<file path="src/rtl/alu_pkg.sv">
// Shared opcode, width and state definitions for the ALU arbiter slice.
package alu_pkg;

  localparam int OPW = 4;
  localparam int DW  = 32;
  localparam logic [DW-1:0] ZERO = '0;

  localparam logic [OPW-1:0] OP_ADD = 4'b0000;
  localparam logic [OPW-1:0] OP_SUB = 4'b0010;
  localparam logic [OPW-1:0] OP_AND = 4'b0100;
  localparam logic [OPW-1:0] OP_OR  = 4'b0101;
  localparam logic [OPW-1:0] OP_XOR = 4'b0110;
  localparam logic [OPW-1:0] OP_NOR = 4'b0111;
  localparam logic [OPW-1:0] OP_SLT = 4'b1010;

  typedef enum logic [1:0] {IDLE, ISSUE, WAIT, RESP} state_t;

  function automatic logic is_legal_op(input logic [OPW-1:0] op);
    case (op)
      OP_ADD, OP_SUB, OP_AND, OP_OR, OP_XOR, OP_NOR, OP_SLT: is_legal_op = 1'b1;
      default:                                               is_legal_op = 1'b0;
    endcase
  endfunction

endpackage

</file>
<file path="src/rtl/rr_arbiter.sv">
// Combinational round-robin picker: first set request after ptr, wrapping modulo NREQ.
module rr_arbiter #(
  parameter int NREQ = 4,
  parameter int IDW  = 2
) (
  input  logic [NREQ-1:0] req,
  input  logic [IDW-1:0]  ptr,
  output logic [NREQ-1:0] grant,
  output logic [IDW-1:0]  idx,
  output logic            any
);

  int             sum;
  logic [IDW-1:0] cand;

  always_comb begin
    grant = '0;
    idx   = '0;
    any   = 1'b0;
    sum   = 0;
    cand  = '0;
    for (int k = 1; k <= NREQ; k++) begin
      sum = int'(ptr) + k;
      if (sum >= NREQ) sum = sum - NREQ;
      cand = IDW'(sum);
      if (!any && req[cand]) begin
        any         = 1'b1;
        grant[cand] = 1'b1;
        idx         = cand;
      end
    end
  end

endmodule

</file>
<file path="src/rtl/alu_arbiter.sv">
// Shares one registered ALU among NREQ requesters, one op in flight,
// returning each result on a single response channel tagged with the requester id.
module alu_arbiter
  import alu_pkg::*;
#(
  parameter int NREQ    = 4,
  parameter int IDW     = 2,
  parameter int ALU_LAT = 2
) (
  input  logic              clk,
  input  logic              reset,
  input  logic [NREQ-1:0]   req_valid,
  output logic [NREQ-1:0]   req_ready,
  input  logic [4*NREQ-1:0] req_op,
  input  logic [32*NREQ-1:0] req_a,
  input  logic [32*NREQ-1:0] req_b,
  output logic [OPW-1:0]    alu_opin,
  output logic [DW-1:0]     alu_a,
  output logic [DW-1:0]     alu_b,
  input  logic [DW-1:0]     alu_result,
  output logic              rsp_valid,
  input  logic              rsp_ready,
  output logic [IDW-1:0]    rsp_id,
  output logic [DW-1:0]     rsp_result,
  output logic              rsp_zero,
  output logic              rsp_err,
  output logic              busy
);

  localparam int CW = (ALU_LAT > 1) ? $clog2(ALU_LAT) : 1;

  state_t          state, state_d;
  logic [IDW-1:0]  rr_ptr;
  logic [IDW-1:0]  grant_idx;
  logic [NREQ-1:0] grant;
  logic            grant_any;
  logic [OPW-1:0]  op_q;
  logic [DW-1:0]   a_q, b_q;
  logic [IDW-1:0]  id_q;
  logic [CW-1:0]   cnt;
  logic [OPW-1:0]  sel_op;
  logic [DW-1:0]   sel_a, sel_b;
  logic            legal;

  rr_arbiter #(.NREQ(NREQ), .IDW(IDW)) u_rr (
    .req   (req_valid),
    .ptr   (rr_ptr),
    .grant (grant),
    .idx   (grant_idx),
    .any   (grant_any)
  );

  assign sel_op = req_op[int'(grant_idx)*OPW +: OPW];
  assign sel_a  = req_a[int'(grant_idx)*DW +: DW];
  assign sel_b  = req_b[int'(grant_idx)*DW +: DW];
  assign legal  = is_legal_op(sel_op);

  assign req_ready = (state == IDLE) ? grant : '0;
  assign rsp_valid = (state == RESP);
  assign busy      = (state != IDLE);
  assign rsp_id    = id_q;

  always_ff @(posedge clk or posedge reset) begin
    if (reset) state <= IDLE;
    else       state <= state_d;
  end

  // Illegal ops skip the ALU entirely and answer straight from IDLE.
  always_comb begin
    state_d = state;
    case (state)
      IDLE:    if (grant_any) state_d = legal ? ISSUE : RESP;
      ISSUE:   state_d = WAIT;
      WAIT:    if (cnt == '0) state_d = RESP;
      RESP:    if (rsp_ready) state_d = IDLE;
      default: state_d = IDLE;
    endcase
  end

  always_ff @(posedge clk or posedge reset) begin
    if (reset) begin
      rr_ptr     <= IDW'(NREQ - 1);
      op_q       <= '0;
      a_q        <= '0;
      b_q        <= '0;
      id_q       <= '0;
      cnt        <= '0;
      alu_opin   <= '0;
      alu_a      <= '0;
      alu_b      <= '0;
      rsp_result <= ZERO;
      rsp_zero   <= 1'b0;
      rsp_err    <= 1'b0;
    end else begin
      case (state)
        IDLE: begin
          if (grant_any) begin
            op_q   <= sel_op;
            a_q    <= sel_a;
            b_q    <= sel_b;
            id_q   <= grant_idx;
            rr_ptr <= grant_idx;
            if (!legal) begin
              rsp_result <= ZERO;
              rsp_zero   <= 1'b1;
              rsp_err    <= 1'b1;
            end
          end
        end
        ISSUE: begin
          alu_opin <= op_q;
          alu_a    <= a_q;
          alu_b    <= b_q;
          cnt      <= CW'(ALU_LAT - 1);
        end
        WAIT: begin
          if (cnt == '0) begin
            rsp_result <= alu_result;
            rsp_zero   <= (alu_result == ZERO);
            rsp_err    <= 1'b0;
          end else begin
            cnt <= cnt - CW'(1);
          end
        end
        default: ;
      endcase
    end
  end

endmodule

</file>
<file path="config.mk">
export PLATFORM = sky130hd
export DESIGN_NAME = alu_arbiter
export DESIGN_NICKNAME = d
export VERILOG_FILES = /design/src/rtl/alu_pkg.sv /design/src/rtl/rr_arbiter.sv /design/src/rtl/alu_arbiter.sv
export SDC_FILE = /design/constraint.sdc
export NUM_CORES = 1
export LEC_CHECK = 0
export CAP_MARGIN = 20
export CORE_AREA = 2 2 161 163
export CTS_CLUSTER_SIZE = 8
export DETAILED_ROUTE_END_ITERATION = 7
export DIE_AREA = 0 0 163 165
export PLACE_DENSITY = 0.81
export SETUP_SLACK_MARGIN = 0.2
export SYNTH_ARGS = -nofsm -noshare
export SYNTH_HDL_FRONTEND = slang
export SYNTH_SLANG_ARGS = --single-unit
export TNS_END_PERCENT = 5
</file>
<file path="constraint.sdc">
create_clock -name clk -period 17.46 [get_ports clk]
set_input_delay 5.238 -clock clk [delete_from_list [all_inputs] [get_ports clk]]
set_output_delay 5.238 -clock clk [all_outputs]
set_load 0.01 [all_outputs]
</file>
==> flow_summary.toml <==
[grt]
grt_pass1_wl_um = 46020
overflow = 0
grt_usage_pct = 21.86
grt_pass1_vias = 8667
antenna_found_initial = 2
grt_max_degree = 98

[cts]
cts_made_buffers = 17
clock_latency_ps = 420
path_clk_slew_ps = 60
clock_sinks = 177
cts-root-buf = "clkbuf_16"
cts_tree = "yes"
hold_buffers = 0
htreeDepth = 4
postCtsSetupBuffers = 0
cts_resized = 0
clockBufferDepth = 2

[logic_synthesis]
yosys_warnings = 0
yosys_most_used_dff = "dfrtp_1"
yosysTopAreaCell = "dfrtp_1"
yosys.area.top_type_share_pct = 46.62
ys_async_sr_fraction_pct = 100.0
ys_ff_latch = 177
synth_fp_nets = 1228
synth_area_leaders = "dfrtp_1 47%, mux2_2 8.3%, a311oi_1 6.1%, nand2_1 6.0%, a211oi_1 5.8%"
ys_seq_area_share_pct = 47.18
netlist_area_um2 = 9394
synth_edf_count = 0
syn_avg_cell_area_um2 = 10.38
syn_inst = 905
ys_types = 49

[drt]
drt-initial-drc-count = 414
drt_first_pass_iters = 5
vias_per_cell = 5.514
drtAntennaViolNets = 0
drcViolationCount = 0
vias = 8866
detail_route.wl_per_cell_um = 19.24
wl_um = 30930

[power_and_ir_drop]
p_switching_mw = 0.9934
total_power_mw = 2.461
ir_drop_uv = 98.32
pwr_density_cell_nw_per_um2 = 172.7
p_int_mw = 1.468
switching_share_pct = 40.37
p_leak_nw = 6.302
p_seq_share_pct = 29.9
combPwrFrac_pct = 55.6
p_clk_share_pct = 14.5

[place]
dp_hpwl_um = 21730
io_buffer_count = 420
dpl_cell_area_um2 = 13670
post-place-ws_ps = 4319
post-place-cells = 1574
gp_congestion = 0.8918

[worst_setup_path]
r2r_slack_ps = 12250
critical_path_class = "in2out"
critPathLaunchType = "primary input"
startpoint = "req_valid[0]"
reg2reg_from = "rr_ptr[1]$_DFFE_PP1P_"
cp-end-kind = "output port"
arrival_ps = 7990
crit_fanout = 11
crit_required_ps = 12220

[sta]
maxSlewViolCount = 0
finalSetupTns_ps = 0
fin_crit_sh_pct = 75.74
fin_crit_ps = 13220
fin_ws_ps = 4235
hold_slack_ps = 472.6
setup_viol_count_final = 0
rsz0062_at_grt = "false"
worst_pin_slew_ps = 1056
slew_headroom_pct = 29.60
hold_violations = 0
max_freq_mhz = 75.62
finalClockSkew_ps = 9.404

[final_layout]
drive_above_1_share_pct = 9.710
instances_no_fill = 1608
nNetsFinal = 1587
design_area_um2 = 14250
final_util_pct = 56.92
syn_to_final_growth_pct = 51.71

[hold_path]
hold_class = "reg2reg"
holdCritStartpoint = "b_q[27]$_DFFE_PP0P_"

[floorplan]
placementRows = 58
core_um2 = 25040
die_h_um = 165
boundaryPins = 421
die-area_um2 = 26900
start_util_pct = 37.52
fp.dieW_um = 163

[flow_run]
cap_violations = 0

[status]
status = "complete, no violations"
layout by cell type (no fill, tap or decap), drive strengths merged, types with 2 or more instances in the layout:
| cell | count |
|---|---|
| nand2 | 150 |
| clkinv | 2 |
| nand4 | 2 |
| clkdlybuf4s50 | 420 |
| o21ai | 9 |
| and3 | 69 |
| a311oi | 65 |
| nand3b | 2 |
| a22o | 37 |
| inv | 21 |
| clkinvlp | 6 |
| mux2 | 71 |
| dfstp | 2 |
| o31ai | 4 |
| and2 | 3 |
| nor3 | 2 |
| a21oi | 9 |
| nand2b | 2 |
| nor2b | 3 |
| a211oi | 73 |
| dfrtp | 175 |
| a21o | 65 |
| o221ai | 3 |
| a31oi | 2 |
| buf | 8 |
| ha | 12 |
| nor4 | 9 |
| a22oi | 2 |
| nor2 | 11 |
| clkbuf | 20 |
| mux2i | 9 |
power by group through the flow:
stage | clock (mW) | combinational (mW) | sequential, mW
finish | 0.357 | 1.37 | 0.735
global route | 0.384 | 1.48 | 0.761
CTS | 0.367 | 1.38 | 0.735
detailed placement | 0 | 1.37 | 0.739
global placement | 0 | 1.34 | 0.731
floorplan | 0 | 0.819 | 0.768
path summary, 6_finish.rpt:
check                                        endpoint  depth (start not counted)
min                               b_q[27]$_DFFE_PP0P_                          1
max reg2reg                      rsp_zero$_DFFE_PP0P_                         10
max in group asynchronous  rsp_result[22]$_DFFE_PP0P_                          4
min reg2reg                       b_q[27]$_DFFE_PP0P_                          1
min in group asynchronous        alu_a[7]$_DFFE_PP0N_                          2
max                                      req_ready[0]                          7
Yosys cell counts (2+ instances only):
cell and number:
a21oi_1 9, mux2i_1 9, nor2b_1 3, clkbuf_2 2
nor4_1 9, clkbuf_1 42, buf_4 4, nor3_1 2
a211oi_1 72, buf_6 5, a21o_1 65, a311oi_1 65
nand3b_1 2, dfrtp_1 175, buf_1 3, nand2_1 149
o221ai_1 3, mux2_2 69, inv_1 17, o31ai_1 4
buf_2 32, and2_1 3, dfstp_2 2, o21ai_0 8
and3_1 69, a22o_1 36, nand4_1 2, ha_1 12
nand2b_1 2, nor2_1 11
critical path: stages:
cell,delay [ps]
clkdlybuf4s50_1,590
mux4_2,600
a211oi_1,490
a22o_1,210
mux2i_1,70
a21oi_1,220
clkdlybuf4s50_1,570
cells by family after synthesis:
group | Yosys count | synth area share (%)
simple gates | 256 | 12.83
buf+inv | 105 | 5.208
flops | 177 | 47.18
mux | 81 | 9.750
fa+ha+maj | 12 | 1.598
compound gates | 274 | 23.44
area by class of cell:
| type | count | area, um^2 |
|---|---|---|
| fill | 2133 | 10790 |
| antenna | 1 | 2.502 |
| multi-input combinational | 623 | 4504 |
| sequential | 177 | 4432 |
| clock buffer | 20 | 446.7 |
| timing repair buffer | 428 | 4284 |
| inverter | 17 | 68.82 |
| clock inverter | 12 | 100.1 |
| tap | 330 | 412.9 |
flip-flops by register name (all words and copies together) (netlist names):
name        flops
state           2
b_q            32
alu_a          32
rsp_result     32
rr_ptr          2
a_q            32
rsp_err         1
op_q            4
alu_b          32
rsp_id          2
alu_opin        4
rsp_zero        1
cnt             1
per-layer routing:
layer | part of all wire, % | global-route usage [%] | routed length [um]
met2 | 49 | 37.25 | 15040
met3 | 8.4 | 6.328 | 2605
met1 | 39 | 25.22 | 12100
met5 | 0 | 0 | 0
met4 | 3.8 | 10.82 | 1180
(Power assumes the default switching activity.)
